--- config.mk ---
export PLATFORM = sky130hd
export DESIGN_NAME = mips_mem_resp
export DESIGN_NICKNAME = d
export VERILOG_FILES = /design/src/rtl/mips_mem_resp.sv
export SDC_FILE = /design/constraint.sdc
export NUM_CORES = 2
export LEC_CHECK = 0
export CORE_UTILIZATION = 35
export CTS_BUF_LIST = sky130_fd_sc_hd__clkbuf_16
export CTS_CLUSTER_DIAMETER = 50
export DETAILED_ROUTE_END_ITERATION = 6
export PLACE_DENSITY = 0.54
export REMOVE_ABC_BUFFERS = 1
export SYNTH_ARGS = -nofsm -noshare
export SYNTH_HDL_FRONTEND = slang
export SYNTH_SLANG_ARGS = --single-unit
--- constraint.sdc ---
create_clock -name clk -period 4.6 [get_ports clk]
set_input_delay 0.46 -clock clk [delete_from_list [all_inputs] [get_ports clk]]
set_output_delay 0.46 -clock clk [all_outputs]
set_load 0.005 [all_outputs]
--- src/rtl/mips_mem_resp.sv ---
// Single-port word memory with an IDLE/WAIT/RESP handshake and a programmable response latency.
// Define MEM_ALIGN_CHECK_EN to flag addresses with adr[1:0] != 0 as errors.
module mips_mem_resp #(
   parameter int DEPTH   = 64,
   parameter int LATENCY = 2
) (
   input  logic        clk,
   input  logic        reset,
   input  logic        req,
   input  logic [31:0] adr,
   input  logic        we,
   input  logic [31:0] wd,
   output logic [31:0] rd,
   output logic        ready,
   output logic        err
);
   localparam int IW = (DEPTH > 1) ? $clog2(DEPTH) : 1;

   typedef enum logic [1:0] {IDLE, WAIT, RESP} state_t;

   state_t      r_state, w_next;
   logic [3:0]  r_cnt, w_cnt_nxt;
   logic [31:0] r_adr, r_wd;
   logic        r_we;
   logic [31:0] r_mem [DEPTH];
   logic [31:0] r_rd;
   logic        r_ready, r_err;

   logic [31:0]   w_adr, w_wd;
   logic          w_we, w_bad, w_enter_resp;
   logic [IW-1:0] w_idx;

   always_comb begin
      w_next    = r_state;
      w_cnt_nxt = r_cnt;
      case (r_state)
         IDLE: if (req) begin
            w_cnt_nxt = 4'(LATENCY);
            w_next    = (LATENCY == 0) ? RESP : WAIT;
         end
         // Counter runs down to zero; RESP follows the cycle spent at zero.
         WAIT: begin
            if (r_cnt == 4'd0) w_next = RESP;
            else               w_cnt_nxt = r_cnt - 4'd1;
         end
         RESP:    w_next = IDLE;
         default: w_next = IDLE;
      endcase
   end

   // With zero latency the response edge is also the acceptance edge, so use live inputs there.
   assign w_adr        = (r_state == IDLE) ? adr : r_adr;
   assign w_wd         = (r_state == IDLE) ? wd  : r_wd;
   assign w_we         = (r_state == IDLE) ? we  : r_we;
   assign w_enter_resp = (w_next == RESP);
   assign w_idx        = w_adr[IW+1:2];

`ifdef MEM_ALIGN_CHECK_EN
   assign w_bad = (w_adr[31:2] >= 30'(DEPTH)) || (w_adr[1:0] != 2'b00);
`else
   logic w_unused;
   assign w_unused = ^w_adr[1:0];
   assign w_bad    = (w_adr[31:2] >= 30'(DEPTH));
`endif

   // Storage sits in the reset process only so a held reset blocks writes; it is never cleared.
   always_ff @(posedge clk or negedge reset) begin
      if (!reset) begin
         r_state <= IDLE;
         r_cnt   <= '0;
         r_adr   <= '0;
         r_wd    <= '0;
         r_we    <= 1'b0;
         r_rd    <= '0;
         r_ready <= 1'b0;
         r_err   <= 1'b0;
      end else begin
         r_state <= w_next;
         r_cnt   <= w_cnt_nxt;
         if (r_state == IDLE && req) begin
            r_adr <= adr;
            r_wd  <= wd;
            r_we  <= we;
         end
         r_ready <= w_enter_resp;
         r_err   <= w_enter_resp && w_bad;
         if (w_enter_resp && !w_we)
            r_rd <= w_bad ? 32'h0 : r_mem[w_idx];
         if (w_enter_resp && w_we && !w_bad)
            r_mem[w_idx] <= w_wd;
      end
   end

   assign rd    = r_rd;
   assign ready = r_ready;
   assign err   = r_err;

endmodule

== After elaboration in Yosys (flattened, before gate mapping) ==
Memories as Yosys holds them, arrays and structs flattened.
Index checks and enable logic that the tools add are counted.
W data, S select, Z words.

* Reductions and logical operators: 12
* $add $sub $neg: 1
* Eq/ne operators: 4
* Multiplexer cells: 12
* $lt $le $gt $ge: 1

{| class="wikitable"
|+ Operators with widths
! kind !! count
|-
| $mux W32 || 3
|-
| $ge A30 B7 Y1 const B || 1
|-
| $mux W4 || 2
|-
| $pmux W4 S2 || 1
|-
| $logic_and A1 B1 Y1 || 6
|-
| $logic_not A4 Y1 || 1
|-
| $mux W2 || 2
|-
| $ne A2 B2 Y1 const B || 2
|-
| $pmux W2 S2 || 1
|-
| $sub A4 B1 Y4 const B || 1
|-
| $mux W1 || 3
|-
| $reduce_and A3 Y1 || 1
|-
| $eq A2 B1 Y1 const B || 1
|-
| $eq A2 B2 Y1 const B || 1
|-
| $logic_not A1 Y1 || 2
|-
| $logic_not A2 Y1 || 1
|-
| $reduce_bool A2 Y1 || 1
|}

* Memories kept: 1
* Register bits after elaboration: 105
* Bits of input ports: 68
* Output and inout bits: 34
* RAM bits: 2,048

{| class="wikitable"
|+ Memory list
! name !! depth !! width !! read ports !! clocked after Yosys merged registers in !! wr ports !! line !! RTL
|-
| r_mem || 64 || 32 || 1 || 0 || 1 || 25 || <nowiki>logic [31:0] r_mem [DEPTH];</nowiki>
|}

== Depth between registers and ports, before layout ==
* Depth in word-level cells: 9
* Depth in mapped cells: 12
* Gate-level depth less buffers: 8

== Worst setup path after synthesis ==
Ideal clock, no wire load.

* Path type: register to register
* Start point: register r_state[1]
* End point: memory r_mem[53][0] (enable)
* Stages on the path, launching flop included: 9
* Setup time: 0.421 ns
* Slack: 0.673 ns
* Data arrival time: 3.506 ns
* Period minus slack after synthesis: 3.927 ns
* Cell sequence: dfrtp_1 -> buf_6 -> nor2_8 -> mux2i_4 -> clkbuf_1 -> buf_2 -> buf_1 -> nand3_1 -> nor2_1

* Word-level cells in the longest chain between the ends: 8
* Elaborated cells on any way between the ends: 15

{| class="wikitable"
|+ Ends and longest elaborated chain
! what !! line !! RTL
|-
| from (decl) || 21 || <nowiki>state_t r_state, w_next;</nowiki>
|-
| from (signal assigned) || 78 || <nowiki>r_state <= w_next;</nowiki>
|-
| $logic_not A2 Y1 (tied with other cells) || 36, 52, 54 ||
|-
| $mux W32 / $pmux W2 S2 (equally long branches) || 52, 36 ||
|-
| $ge A30 B7 Y1 / $eq A2 B2 Y1 (equally long branches) || 63, 55 ||
|-
| $logic_not A1 Y1 / $logic_and A1 B1 Y1 (equally long branches) || 89 || <nowiki>if (w_enter_resp && w_we && !w_bad)</nowiki>
|-
| $logic_and A1 B1 Y1 || 89 ||
|-
| $mux W1 || 89 ||
|-
| $logic_and A1 B1 Y1 (implied by the code) || 90 || <nowiki>r_mem[w_idx] <= w_wd;</nowiki>
|-
| $mux W1 (implied by the code) || 90 ||
|-
| to (decl) || 25 ||
|}

Several ways; a longest one is shown, not always the timed one.

== Worst setup path after layout ==
* Start point: register r_state[1]
* End point: register r_rd[10], in the netlist rd[10]

* Word-level cells in the longest chain between the ends: 4
* Elaborated cells on any way between the ends: 13

{| class="wikitable"
|+ Ends and longest elaborated chain
! what !! line !! RTL
|-
| $logic_not A2 Y1 (tied with other cells) || 36, 52, 54 ||
|-
| $mux W32 (tied with other cells) || 52 || <nowiki>assign w_adr = (r_state == IDLE) ? adr : r_adr;</nowiki>
|-
| $ge A30 B7 Y1 (tied with other cells) || 63 || <nowiki>assign w_bad = (w_adr[31:2] >= 30'(DEPTH));</nowiki>
|-
| $mux W32 / $logic_and A1 B1 Y1 (equally long branches) || 88, 87 ||
|-
| to (signal assigned) || 88 || <nowiki>r_rd <= w_bad ? 32'h0 : r_mem[w_idx];</nowiki>
|-
| to (decl) || 26 || <nowiki>logic [31:0] r_rd;</nowiki>
|}

Several ways; a longest one is shown, not always the timed one.
A chain may end at the register's enable or synchronous reset.

==> flow_metrics.env <==
export IMPL_coreArea_um2=228000
export IMPL_p_total_w=0.0643
export IMPL_synth_simple_area_share=0.0897
export IMPL_clock_sinks=2151
export IMPL_clock_latency_ns=0.88
export IMPL_drc=0
export IMPL_ys_seq_area_frac=0.795
export IMPL_antenna_found_initial=8
export IMPL_synth_compound_area_frac=0.0783
export IMPL_async_flop_share=0.0479
export IMPL_die_w_um=482
export IMPL_hpwl_um=172000
export IMPL_synth_edff_count=2048
export IMPL_initial_utilization=0.353
export IMPL_final_util=0.425
export IMPL_clk_root_buffer_cell="clkbuf_16"
export IMPL_max_cap_violations=0
export IMPL_grt_pass1_wl_um=405000
export IMPL_syn_inst=5308
export IMPL_synth_xor_area_frac=0.000217
export IMPL_final_common_cell="edfxtp_1"
export IMPL_crit_fanout=21
export IMPL_finalWeightedCongestion=0.853
export IMPL_clk_path_buf_depth=3
export IMPL_ys_ff_latch=2151
export IMPL_p_leak_nw=31.8
export IMPL_holdWs_ns=0.0738
export IMPL_powerDensity_nw_per_um2=663
export IMPL_vdd_ir_drop_max_uv=824
export IMPL_ant_nets=0
export IMPL_setup_viol=0
export IMPL_crit_arrival_ns=5.09
export IMPL_synth_area_um2=80600
export IMPL_layout_setup_ws_ns=0.316
export IMPL_routedWlPerCell_um=33.6
export IMPL_rsz0062_at_grt="no"
export IMPL_post_cts_resize_count=0
export IMPL_slew_limit_headroom=0.107
export IMPL_end_kind="flip-flop"
export IMPL_max_clock_freq_mhz=233
export IMPL_h_tree_depth=4
export IMPL_synth_adder_area_share=0.000311
export IMPL_layout_common_cells="edfxtp_1 (2,048), nand2_1 (897), o22ai_1 (534)"
export IMPL_period_share=0.931
export IMPL_clk_pin_slew_ns=0.06
export IMPL_outcome="completed"
export IMPL_drt_iter0_markers=7923
export IMPL_synthMuxAreaShare=0.0177
export IMPL_ys_warn_count=0
export IMPL_tightest_slew_ns=1.34
export IMPL_drt_wl_total_um=298000
export IMPL_worstSetupPathType="flip-flop to flip-flop"
export IMPL_first_pass_iters=6
export IMPL_portBuffers=99
export IMPL_crit_required_ns=5.41
export IMPL_cts_buffers=219
export IMPL_grt_pass1_vias=49800
export IMPL_hp_class="primary input to asynchronous set/reset pin"
export IMPL_track_usage=0.252
export IMPL_grt_max_degree=73
export IMPL_drv_slew=0
export IMPL_chipHeight_um=482
export IMPL_ios=102
export IMPL_drive_above_1_share=0.141
export IMPL_final_hold_violation_count=0
export IMPL_routed_via_density=5.84
export IMPL_via_count=51800
export IMPL_synth_top_family_by_area="simple AND/OR/NAND/NOR gates"
export IMPL_grt_ovfl_total=0
export IMPL_start_kind="flip-flop"
export IMPL_synthFlopType="edfxtp_1"
export IMPL_pre_cts_ws_ns=0.428
export IMPL_cts_hold_repair_buffers=1
export IMPL_min_period_ns=4.28
export IMPL_row_count=175
export IMPL_cts_tree="done"
export IMPL_fill_cells=20500
export IMPL_skew_ns=0.0456
export IMPL_cts_setup_buffers=0
export IMPL_syn_to_final_growth_pct=20.4
export IMPL_nets=5737
export IMPL_dieArea_um2=232000
export IMPL_yosysUniqueCellTypes=58
export IMPL_avgSynthCellArea_um2=15.2
power by group:
part | leakage, nW | internal [W] | switching (W)
registers | 19.8 | 0.0256 | 0.000386
logic | 8.34 | 0.00541 | 0.0156
clock network | 3.66 | 0.00956 | 0.00777
total | 31.8 | 0.0405 | 0.0238
sequential cells by signal, summed over array words and instances (netlist names):
register,count
r_mem,2048
ready,1
r_cnt,4
r_adr,30
r_state,2
err,1
rd,32
r_we,1
r_wd,32
final cells by class:
cell class / instances / area (µm²) / share of cell area
inverters: 4 / 15.0 / 0.000155
well taps: 3009 / 3760 / 0.0388
diodes: 5 / 12.5 / 0.000129
clock buffers: 222 / 5560 / 0.0573
repair buffers: 458 / 6280 / 0.0648
multi-input cells: 2833 / 15800 / 0.163
clock inverters: 188 / 1470 / 0.0151
flip-flops and latches: 2151 / 64100 / 0.661
path summary, 6_finish.rpt:
| check | start | slack, ns | to | cells after the start |
|---|---|---|---|---|
| min in group clk | wd[26] | 0.14 | r_wd[26]$_DFFE_PN0P_ | 3 |
| max in group asynchronous | reset | 2.67 | r_wd[23]$_DFFE_PN0P_ | 4 |
| worst min register to register | r_wd[5]$_DFFE_PN0P_ | 0.47 | r_wd[5]$_DFFE_PN0P_ | 2 |
| worst max register to register | r_state[1]$_DFF_PN0_ | 0.32 | rd[10]$_DFFE_PN0P_ | 10 |
| worst max-delay path | r_state[1]$_DFF_PN0_ | 0.32 | rd[10]$_DFFE_PN0P_ | 10 |
| worst min-delay path | reset | 0.07 | rd[6]$_DFFE_PN0P_ | 2 |
kinds of logic after synthesis:
logic type / Yosys count
compound gates: 981
xor+xnor: 2
fa+ha+maj: 2
buf+inv: 324
flops: 2151
mux: 132
simple gates: 1716
through the flow:
step	instances	setup TNS (ns)	area, µm²
finish	8870	0	97000
global route	8868	0	97000
CTS	8865	0	97000
detailed placement	8454	0	89900
global placement	8454	0	89900
floorplan	4988	-2928.56	79100
critical path, cell delays in order (launching register included):
cell and delay (ns):
dfrtp_1 0.73, or2_2 0.75, mux2i_4 0.26, nand2_4 0.49, buf_12 0.29, buf_4 0.17
nor2_1 0.05, nor4_1 0.68, a21oi_1 0.25, nor4_1 0.32, a22o_1 0.16
routing by layer:
metal | share of wire | GRT usage
met5 | 0.000094 | 0
met4 | 0.041 | 0.0976
met3 | 0.10 | 0.0514
met2 | 0.46 | 0.395
met1 | 0.40 | 0.345
synth_stat cells, drive strengths merged (5+ instances only):
cell,number,area (µm²)
nor4,88,551
nand3,238,1190
o22ai,534,3340
a21boi,5,37.5
a22o,6,52.6
a32oi,33,289
nor2,320,1220
dfrtp,103,2580
nor3,95,475
edfxtp,2048,61500
clkbuf,113,424
a22oi,11,82.6
a31oi,163,1020
nand2b,5,31.3
nand2,936,3520
or2,5,31.3
mux2i,99,1050
a21oi,155,776
o22a,6,52.6
mux2,33,375
buf,207,1040
a32o,55,551
and3,10,62.6
Note: power is estimated with default switching activity, not from simulation.
